## src/rtl/wb_arbiter.sv

```systemverilog
`default_nettype none
// =====================================================================
// wb_arbiter : owns the register-file write port; merges ALU results
//              with FIFO-queued long-latency results, tracks pending regs
// Revision   : 1.0
// =====================================================================
module wb_arbiter #(
    parameter int DEPTH      = 4,
    parameter int STARVE_MAX = 8
) (
    input  logic                       clk_i,
    input  logic                       rst_i,
    input  logic                       alu_wren_i,
    input  logic [4:0]                 alu_addr_i,
    input  logic [31:0]                alu_data_i,
    input  logic                       lsu_valid_i,
    output logic                       lsu_ready_o,
    input  logic [4:0]                 lsu_addr_i,
    input  logic [31:0]                lsu_data_i,
    input  logic                       issue_i,
    input  logic [4:0]                 issue_addr_i,
    output logic                       rd_wren_o,
    output logic [4:0]                 rd_addr_o,
    output logic [31:0]                rd_data_o,
    output logic [31:0]                busy_o,
    output logic                       stall_o,
    output logic                       err_o,
    output logic [$clog2(DEPTH):0]     fifo_count_o
);

    localparam int c_ptr_w = $clog2(DEPTH);
    localparam int c_cnt_w = c_ptr_w + 1;
    localparam int c_stv_w = $clog2(STARVE_MAX + 1);
    localparam logic [c_cnt_w-1:0] c_depth      = c_cnt_w'(DEPTH);
    localparam logic [c_stv_w-1:0] c_starve_max = c_stv_w'(STARVE_MAX);

    logic [4:0]         r_mem_addr [DEPTH];
    logic [31:0]        r_mem_data [DEPTH];
    logic [c_ptr_w-1:0] r_wr_ptr;
    logic [c_ptr_w-1:0] r_rd_ptr;
    logic [c_cnt_w-1:0] r_count;
    logic [c_stv_w-1:0] r_starve;
    logic               r_stall;
    logic               r_err;
    logic [31:0]        r_busy;
    logic               r_rd_wren;
    logic               r_rd_fifo;
    logic [4:0]         r_rd_addr;
    logic [31:0]        r_rd_data;

    logic               w_ready;
    logic               w_empty;
    logic               w_alu_sel;
    logic               w_push;
    logic               w_pop;
    logic [c_cnt_w-1:0] w_count_nxt;
    logic [c_stv_w-1:0] w_starve_nxt;
    logic [31:0]        w_busy_nxt;

    always_comb begin
        w_ready     = (r_count < c_depth);
        w_empty     = (r_count == '0);
        w_alu_sel   = alu_wren_i && (alu_addr_i != 5'd0);
        // x0 pushes complete the handshake but are dropped
        w_push      = lsu_valid_i && w_ready && (lsu_addr_i != 5'd0);
        w_pop       = !w_alu_sel && !w_empty;
        w_count_nxt = r_count + c_cnt_w'(w_push) - c_cnt_w'(w_pop);

        w_starve_nxt = '0;
        if (w_alu_sel && !w_empty) begin
            w_starve_nxt = (r_starve == c_starve_max) ? r_starve : r_starve + c_stv_w'(1);
        end

        // clear follows the FIFO-sourced write by one cycle; a same-edge issue wins
        w_busy_nxt = r_busy;
        if (r_rd_wren && r_rd_fifo) begin
            w_busy_nxt[r_rd_addr] = 1'b0;
        end
        if (issue_i && (issue_addr_i != 5'd0)) begin
            w_busy_nxt[issue_addr_i] = 1'b1;
        end
        w_busy_nxt[0] = 1'b0;
    end

    always_ff @(posedge clk_i) begin
        if (w_push) begin
            r_mem_addr[r_wr_ptr] <= lsu_addr_i;
            r_mem_data[r_wr_ptr] <= lsu_data_i;
        end
    end

    always_ff @(posedge clk_i) begin
        if (rst_i) begin
            r_wr_ptr  <= '0;
            r_rd_ptr  <= '0;
            r_count   <= '0;
            r_starve  <= '0;
            r_stall   <= 1'b0;
            r_err     <= 1'b0;
            r_busy    <= '0;
            r_rd_wren <= 1'b0;
            r_rd_fifo <= 1'b0;
            r_rd_addr <= '0;
            r_rd_data <= '0;
        end else begin
            if (w_push) begin
                r_wr_ptr <= r_wr_ptr + c_ptr_w'(1);
            end
            if (w_pop) begin
                r_rd_ptr <= r_rd_ptr + c_ptr_w'(1);
            end
            r_count  <= w_count_nxt;
            r_starve <= w_starve_nxt;
            r_busy   <= w_busy_nxt;

            if (w_count_nxt == '0) begin
                r_stall <= 1'b0;
            end else if (w_starve_nxt == c_starve_max) begin
                r_stall <= 1'b1;
            end

            if (r_stall && w_alu_sel) begin
                r_err <= 1'b1;
            end

            r_rd_wren <= w_alu_sel || w_pop;
            r_rd_fifo <= w_pop;
            if (w_alu_sel) begin
                r_rd_addr <= alu_addr_i;
                r_rd_data <= alu_data_i;
            end else if (w_pop) begin
                r_rd_addr <= r_mem_addr[r_rd_ptr];
                r_rd_data <= r_mem_data[r_rd_ptr];
            end
        end
    end

    assign lsu_ready_o  = w_ready;
    assign rd_wren_o    = r_rd_wren;
    assign rd_addr_o    = r_rd_addr;
    assign rd_data_o    = r_rd_data;
    assign busy_o       = r_busy;
    assign stall_o      = r_stall;
    assign err_o        = r_err;
    assign fifo_count_o = r_count;

endmodule
`default_nettype wire
```

## config.mk

```make
export PLATFORM = sky130hd
export DESIGN_NAME = wb_arbiter
export DESIGN_NICKNAME = d
export VERILOG_FILES = /design/src/rtl/wb_arbiter.sv
export SDC_FILE = /design/constraint.sdc
export NUM_CORES = 1
export LEC_CHECK = 0
export CAP_MARGIN = 10
export CORE_MARGIN = 2
export CORE_UTILIZATION = 46
export CTS_BUF_LIST = sky130_fd_sc_hd__clkbuf_8
export DETAILED_ROUTE_END_ITERATION = 10
export PLACE_DENSITY = 0.71
export SLEW_MARGIN = 20
export SYNTH_ARGS = -nofsm -noshare
export SYNTH_HDL_FRONTEND = slang
export SYNTH_SLANG_ARGS = --single-unit
export TNS_END_PERCENT = 5
```

## constraint.sdc

```tcl
create_clock -name clk_i -period 3.8 [get_ports clk_i]
set_input_delay 0.76 -clock clk_i [delete_from_list [all_inputs] [get_ports clk_i]]
set_output_delay 0.76 -clock clk_i [all_outputs]
set_load 0.1 [all_outputs]
```

* Word level (Yosys, flattened, before mapping) *
Memory sizes are Yosys's and may differ from the RTL's. A register that Yosys moved wholly into a read port is not among the register bits.
Cells that the tools add are included.

storage, ports and cells
  register bits = 84
  memory bits (writable) = 148
  output and inout port bits = 76
  memories kept = 2

cells by class
  $add $sub $neg = 5
  $lt $le $gt $ge = 5
  equality and inequality tests = 2
  mux-type cells = 18
  bitwise operators = 3
  reduce and logical (&&, ||, !) cells = 20

memories
  memory      words  width  read ports  clocked after Yosys merged registers in  write ports  line  source
  r_mem_data  4      32     1           1                                        1            38    logic [31:0] r_mem_data [DEPTH];
  r_mem_addr  4      5      1           1                                        1            37    logic [4:0] r_mem_addr [DEPTH];

operator list
  operator                                             count
  2-to-1 mux 32 bit                                    4
  bitwise AND 32 bit                                   1
  inverter 32 bit                                      1
  bitwise OR 32 bit                                    1
  nonzero test 5 bit                                   3
  < comparator 5 x 6 -> 1 bit, second input constant   2
  demux 1 bit (select 5 bit)                           2
  >= comparator 5 x 1 -> 1 bit, second input constant  2
  logical AND 1 bit                                    10
  2-to-1 mux 5 bit                                     2
  == test 4 bit, second input constant                 2
  2-to-1 mux 2 bit                                     4
  2-to-1 mux 4 bit                                     2
  logical NOT 3 bit                                    2
  adder 2 x 1 -> 2 bit, second input constant          2
  adder 4 x 1 -> 4 bit, second input constant          1
  2-to-1 mux 1 bit                                     4
  adder 3 x 1 -> 3 bit                                 1
  < comparator 3 bit, second input constant            1
  subtractor 3 x 1 -> 3 bit                            1
  logical NOT 1 bit                                    2
  nonzero test 2 bit                                   1
  OR reduction 2 bit                                   1
  logical OR 1 bit                                     1

* Depth between registers and ports, before layout *
Gate-level depths: netlist (run 1).

  depth after elaboration = 9
  gate-level depth with buffers = 11

* Worst setup path after synthesis (run 1) *
No wires, ideal clock.

  path kind = register to register
  start = register r_count[2], in the netlist fifo_count_o[2]
  end = register r_stall, in the netlist stall_o
  library setup time = 0.091 ns
  arrival time = 3.481 ns
  data required time = 3.709 ns
  slack = 0.228 ns
  cell stages (with the launch flop) = 12
  clock period less this slack = 3.572 ns
  cells stage by stage = dfxtp_1 -> inv_1 -> o311a_1 -> inv_1 -> ha_1 -> inv_1 -> ha_1 -> inv_1 -> fa_1 -> xnor2_1 -> xnor2_1 -> a311oi_1

on the way
  longest elaborated chain between the ends = 7
  elaborated cells on any way between the ends = 13
  classes of those cells = add/sub: 2; order compare: 1; eq/ne: 1; mux: 1; reduce/logical: 8

RTL lines
  item                            line  source
  from (decl)                     41    logic [c_cnt_w-1:0] r_count;
  from (signal assigned)          112   r_count <= w_count_nxt;
  < comparator 3 bit              61    w_ready = (r_count < c_depth);
  named net lsu_ready_o           17    output logic lsu_ready_o,
  logical AND 1 bit (2 in a row)  65    w_push = lsu_valid_i && w_ready && (lsu_addr_i != 5'd0);
  adder 3 x 1 -> 3 bit            67    w_count_nxt = r_count + c_cnt_w'(w_push) - c_cnt_w'(w_pop);
  subtractor 3 x 1 -> 3 bit       67
  logical NOT 3 bit               116   if (w_count_nxt == '0) begin
  OR reduction 2 bit (no line)    n/a
  to (signal assigned)            98    r_stall <= 1'b0;
  to (signal assigned)            117   r_stall <= 1'b0;
  to (signal assigned)            119   r_stall <= 1'b1;
  to (decl)                       43    logic r_stall;

The timed path passes the listed nets, and every way through them passes these cells.
A chain may end at the register's enable or synchronous reset.

* Worst setup path in the final report (run 1) *
  start = input alu_addr_i[1]
  end = register r_stall, in the netlist stall_o

on the way
  longest elaborated chain between the ends = 7
  elaborated cells on any way between the ends = 10
  classes of those cells = add/sub: 1; eq/ne: 1; mux: 1; reduce/logical: 7

RTL lines
  item                          line  source
  from (decl)                   14    input logic [4:0] alu_addr_i,
  nonzero test 5 bit            63    w_alu_sel = alu_wren_i && (alu_addr_i != 5'd0);
  logical AND 1 bit             63
  logical NOT 1 bit             66    w_pop = !w_alu_sel && !w_empty;
  logical AND 1 bit             66
  named net w_pop               55    logic w_pop;
  subtractor 3 x 1 -> 3 bit     67
  logical NOT 3 bit             116
  OR reduction 2 bit (no line)  n/a

The timed path passes the listed nets, and every way through them passes these cells.

==> results of run 1 <==
[cells in the final DEF, fill, tap and decap left out, types with 3 or more instances in the layout]
master           netlist  final
clkbuf_8               0     41
and2_2                 0      4
inv_1                 12     31
nand3b_1               4      4
nand2_1               74     74
or3_1                  6      5
o21ai_0               32     32
a211oi_2              29     29
xnor2_1                3      3
and3b_1                3      3
dfxtp_1               85     83
nor3b_1                4      4
clkinv_2               0      6
mux4_2                37     37
clkdlybuf4s50_1        0    157
edfxtp_1             148    148
nor2_1                50     50
ha_1                   8      8
a21oi_1               71     71
mux2i_1                3      3
a211oi_1               8      8
and3_1                 3      3
nor3_1                 4      3
buf_4                  3      7
[worst max path at each step]
| stage | slack [ns] | depth (start not counted) | endpoint | from |
|---|---|---|---|---|
| after floorplan | 0.23 | 11 | stall_o | fifo_count_o[2] |
| after global placement | 0.23 | 12 | stall_o | alu_addr_i[1] |
| after detailed placement | 0.06 | 12 | stall_o | alu_addr_i[1] |
| after CTS | 0.58 | 12 | stall_o | alu_addr_i[1] |
| after global routing | 0.43 | 12 | stall_o | alu_addr_i[1] |
| final | 0.54 | 12 | stall_o | alu_addr_i[1] |
[metal layers]
layer | vias up | share of wire [%] | track usage [%]
li1 | 2778 | - | -
met4 | 0 | 2.5 | 7.990
met2 | 243 | 52 | 35.83
met3 | 39 | 6.4 | 4.371
met5 | - | 0 | 0
met1 | 2996 | 39 | 23.89
[registers in the layout, indices dropped and copies added (netlist names), 2 cells and up, named ones only]
signal and cells:
rd_addr_o 5, r_wr_ptr 2, rd_data_o 32, r_starve 4
r_rd_ptr 2, r_mem_addr 20, fifo_count_o 3, busy_o 31
r_mem_data 128
[synth_stat cells, types with 4 or more instances]
library cell,instances
edfxtp_1,148
dfxtp_1,85
a211oi_2,29
clkbuf_1,25
nor3_1,4
a21oi_1,71
o21ai_0,32
or3_1,6
ha_1,8
mux4_2,37
buf_2,4
and2_1,4
nor2_1,50
inv_1,12
a211oi_1,8
nand2_1,74
nand3b_1,4
nor3b_1,4
[worst register-to-register path: stages (launching register included)]
cell,delay (ns)
dfxtp_1,0.34
inv_1,0.13
o311a_1,0.33
inv_1,0.08
ha_1,0.29
inv_1,0.06
ha_1,0.14
inv_1,0.05
fa_1,0.37
xnor2_1,0.15
xnor2_1,0.16
a311oi_1,0.33
[cell families after synthesis]
| kind of cell | count (synthesis) | share of synthesized area, % |
|---|---|---|
| compound gates | 149 | 11.11 |
| xor+xnor | 4 | 0.3827 |
| fa+ha+maj | 9 | 1.312 |
| buf+inv | 51 | 2.528 |
| flops | 233 | 67.13 |
| mux | 40 | 9.430 |
| other cells | 1 | 0.04096 |
| simple gates | 163 | 8.064 |
[stage by stage]
| step | std cells | instance area (µm²) | hold WS (ns) |
|---|---|---|---|
| global route | 1110 | 11630 | 0.4879 |
| finish | 1110 | 11630 | 0.4710 |
| detailed placement | 1040 | 10950 | 0.4651 |
| floorplan | 650 | 9155 | 0.5027 |
| CTS | 1109 | 11630 | 0.4731 |
| global placement | 1040 | 10950 | 0.4645 |
[power by group through the flow]
stage	clock [W]	combinational (W)	sequential [W]
finish	0.00194	0.00226	0.00314
global placement	0	0.00223	0.00317
floorplan	0	0.000992	0.00384
global route	0.00210	0.00240	0.00317
detailed placement	0	0.00228	0.00319
CTS	0.00198	0.00228	0.00314
[final cells by class]
| type | instances | area [µm²] | share of cell area, % |
|---|---|---|---|
| clock inverter | 28 | 116.4 | 1.001 |
| sequential | 233 | 6148 | 52.87 |
| multi-input combinational | 366 | 2798 | 24.06 |
| antenna | 1 | 2.502 | 0.02152 |
| timing repair buffer | 164 | 1624 | 13.96 |
| inverter | 12 | 45.04 | 0.3873 |
| clock buffer | 41 | 564.3 | 4.852 |
| tap | 265 | 331.6 | 2.851 |
==> results.json, run 1 <==
{
  "ant_nets": 0,
  "start_kind": "input pin",
  "syn_area_per_cell_um2": 14.08,
  "max-vdd-ir-drop_uv": 333.3,
  "drt_iter0_markers": 382,
  "power_density_nw_per_um2": 631.9,
  "netlist_area_um2": 9155,
  "die_y_um": 145.1,
  "clock_path_buffers": 3,
  "reg2reg_to": "stall_o",
  "seq_area_frac_synth_pct": 67.13,
  "fp.dieW_um": 145.1,
  "cts_hold_buffers": 0,
  "fin_ws_ns": 0.5419,
  "finalClockSkew_ns": 0.01354,
  "wirelength_mm": 21.48,
  "setup_violations": 0,
  "syn_nets": 743,
  "cp-end-kind": "flip-flop",
  "portBuffers": 158,
  "synthToLayoutAreaGrowth_pct": 27.03,
  "cp_max_fo": 2,
  "pin_count": 160,
  "htree_levels": 2,
  "switching_share_pct": 36.16,
  "drv_slew": 0,
  "critical-path-top-delay-family": "adder cells",
  "cts_resized": 0,
  "whs_path_depth": 2,
  "p_seq_share_pct": 42.7,
  "yosysUniqueCellTypes": 44,
  "place_congestion": 0.8030,
  "slew_headroom_pct": 27.56,
  "p_leak_nw": 3.917,
  "grt_pass1_vias": 6398,
  "holdPathEnd": "busy_o[25]",
  "viasPerCell": 5.456,
  "cts_made_buffers": 38,
  "hpwl_mm": 13.52,
  "clk_pin_slew_ns": 0.06,
  "r2r_slack_ns": 1.28,
  "grt_max_degree": 84,
  "hold_start": "busy_o[25]",
  "vias": 6056,
  "outcome": "complete, no violations",
  "synth_ff_type": "edfxtp_1",
  "core_area_um2": 19530,
  "crit_slowest_cell": "or4_4",
  "ys_seq_elements": 233,
  "yosysTopAreaCell": "edfxtp_1",
  "worst_slew_pin_slew_ns": 1.087,
  "fillers": 1589,
  "grt_usage_pct": 20.15,
  "nets": 908,
  "clock-sinks": 233,
  "switching_power_w": 0.002657,
  "rsz0062_at_grt": "false",
  "die-area_um2": 21050,
  "dp_slack_ns": 0.05819,
  "synth_edf_count": 148,
  "crit_buf_inv": 3,
  "worstPathCellList": "clkdlybuf4s50_1 -> or4_4 -> o21a_2 -> nor2_1 -> ha_1 -> inv_1 -> ha_1 -> inv_1 -> fa_1 -> xnor2_1 -> xnor2_1 -> a311oi_1",
  "critPathMaxStageDelay_ns": 0.57,
  "hold_viol": 0,
  "combPwrFrac_pct": 30.8,
  "clock_latency_ns": 0.52,
  "firstDrtPassIters": 5,
  "hold_class": "flip-flop to flip-flop",
  "total_power_w": 0.007349,
  "maxCapViolCount": 0,
  "setup_tns_ns": 0,
  "antenna_found_initial": 1,
  "cts_root_buffer": "clkbuf_8",
  "fin_crit_sh_pct": 85.74,
  "cp.required_ns": 4.20,
  "min_period_ns": 3.258,
  "fp-row-count": 51,
  "worstSetupPathType": "input pin to flip-flop",
  "drive_above_1_share_pct": 15.76,
  "grt_pass1_wl_mm": 33.54,
  "postCtsSetupRepairBufs": 0,
  "wire_per_inst_um": 19.35,
  "yosysTopAreaCellShare_pct": 48.54,
  "reg2reg_depth": 11,
  "critical_path_arrival_ns": 3.66,
  "drc": 0,
  "p_int_w": 0.004691,
  "r2r_start": "fifo_count_o[2]",
  "fmax_mhz": 306.9,
  "cts_tree": "built",
  "synthArstFlopShare_pct": 0,
  "yosys-top-cells-area": "edfxtp_1, dfxtp_1, mux4_2",
  "initial_core_util_pct": 46.89,
  "gr-total-overflow": 0,
  "synthCells": 650,
  "clock_power_share_pct": 26.5,
  "utilization_pct": 59.56,
  "yosysWarnings": 0
}
No activity file was read; power rests on OpenSTA's default activity.
==> run 2, diff against run 1 <==
--- a/config.mk
+++ b/config.mk
@@ -5,6 +5,7 @@
 export SDC_FILE = /design/constraint.sdc
 export NUM_CORES = 1
 export LEC_CHECK = 0
+export ABC_CLOCK_PERIOD_IN_PS = 3800
 export CAP_MARGIN = 10
 export CORE_MARGIN = 2
 export CORE_UTILIZATION = 46
==> results of run 2 <==
Final layout, timing and power as in run 1 (identical DEF).
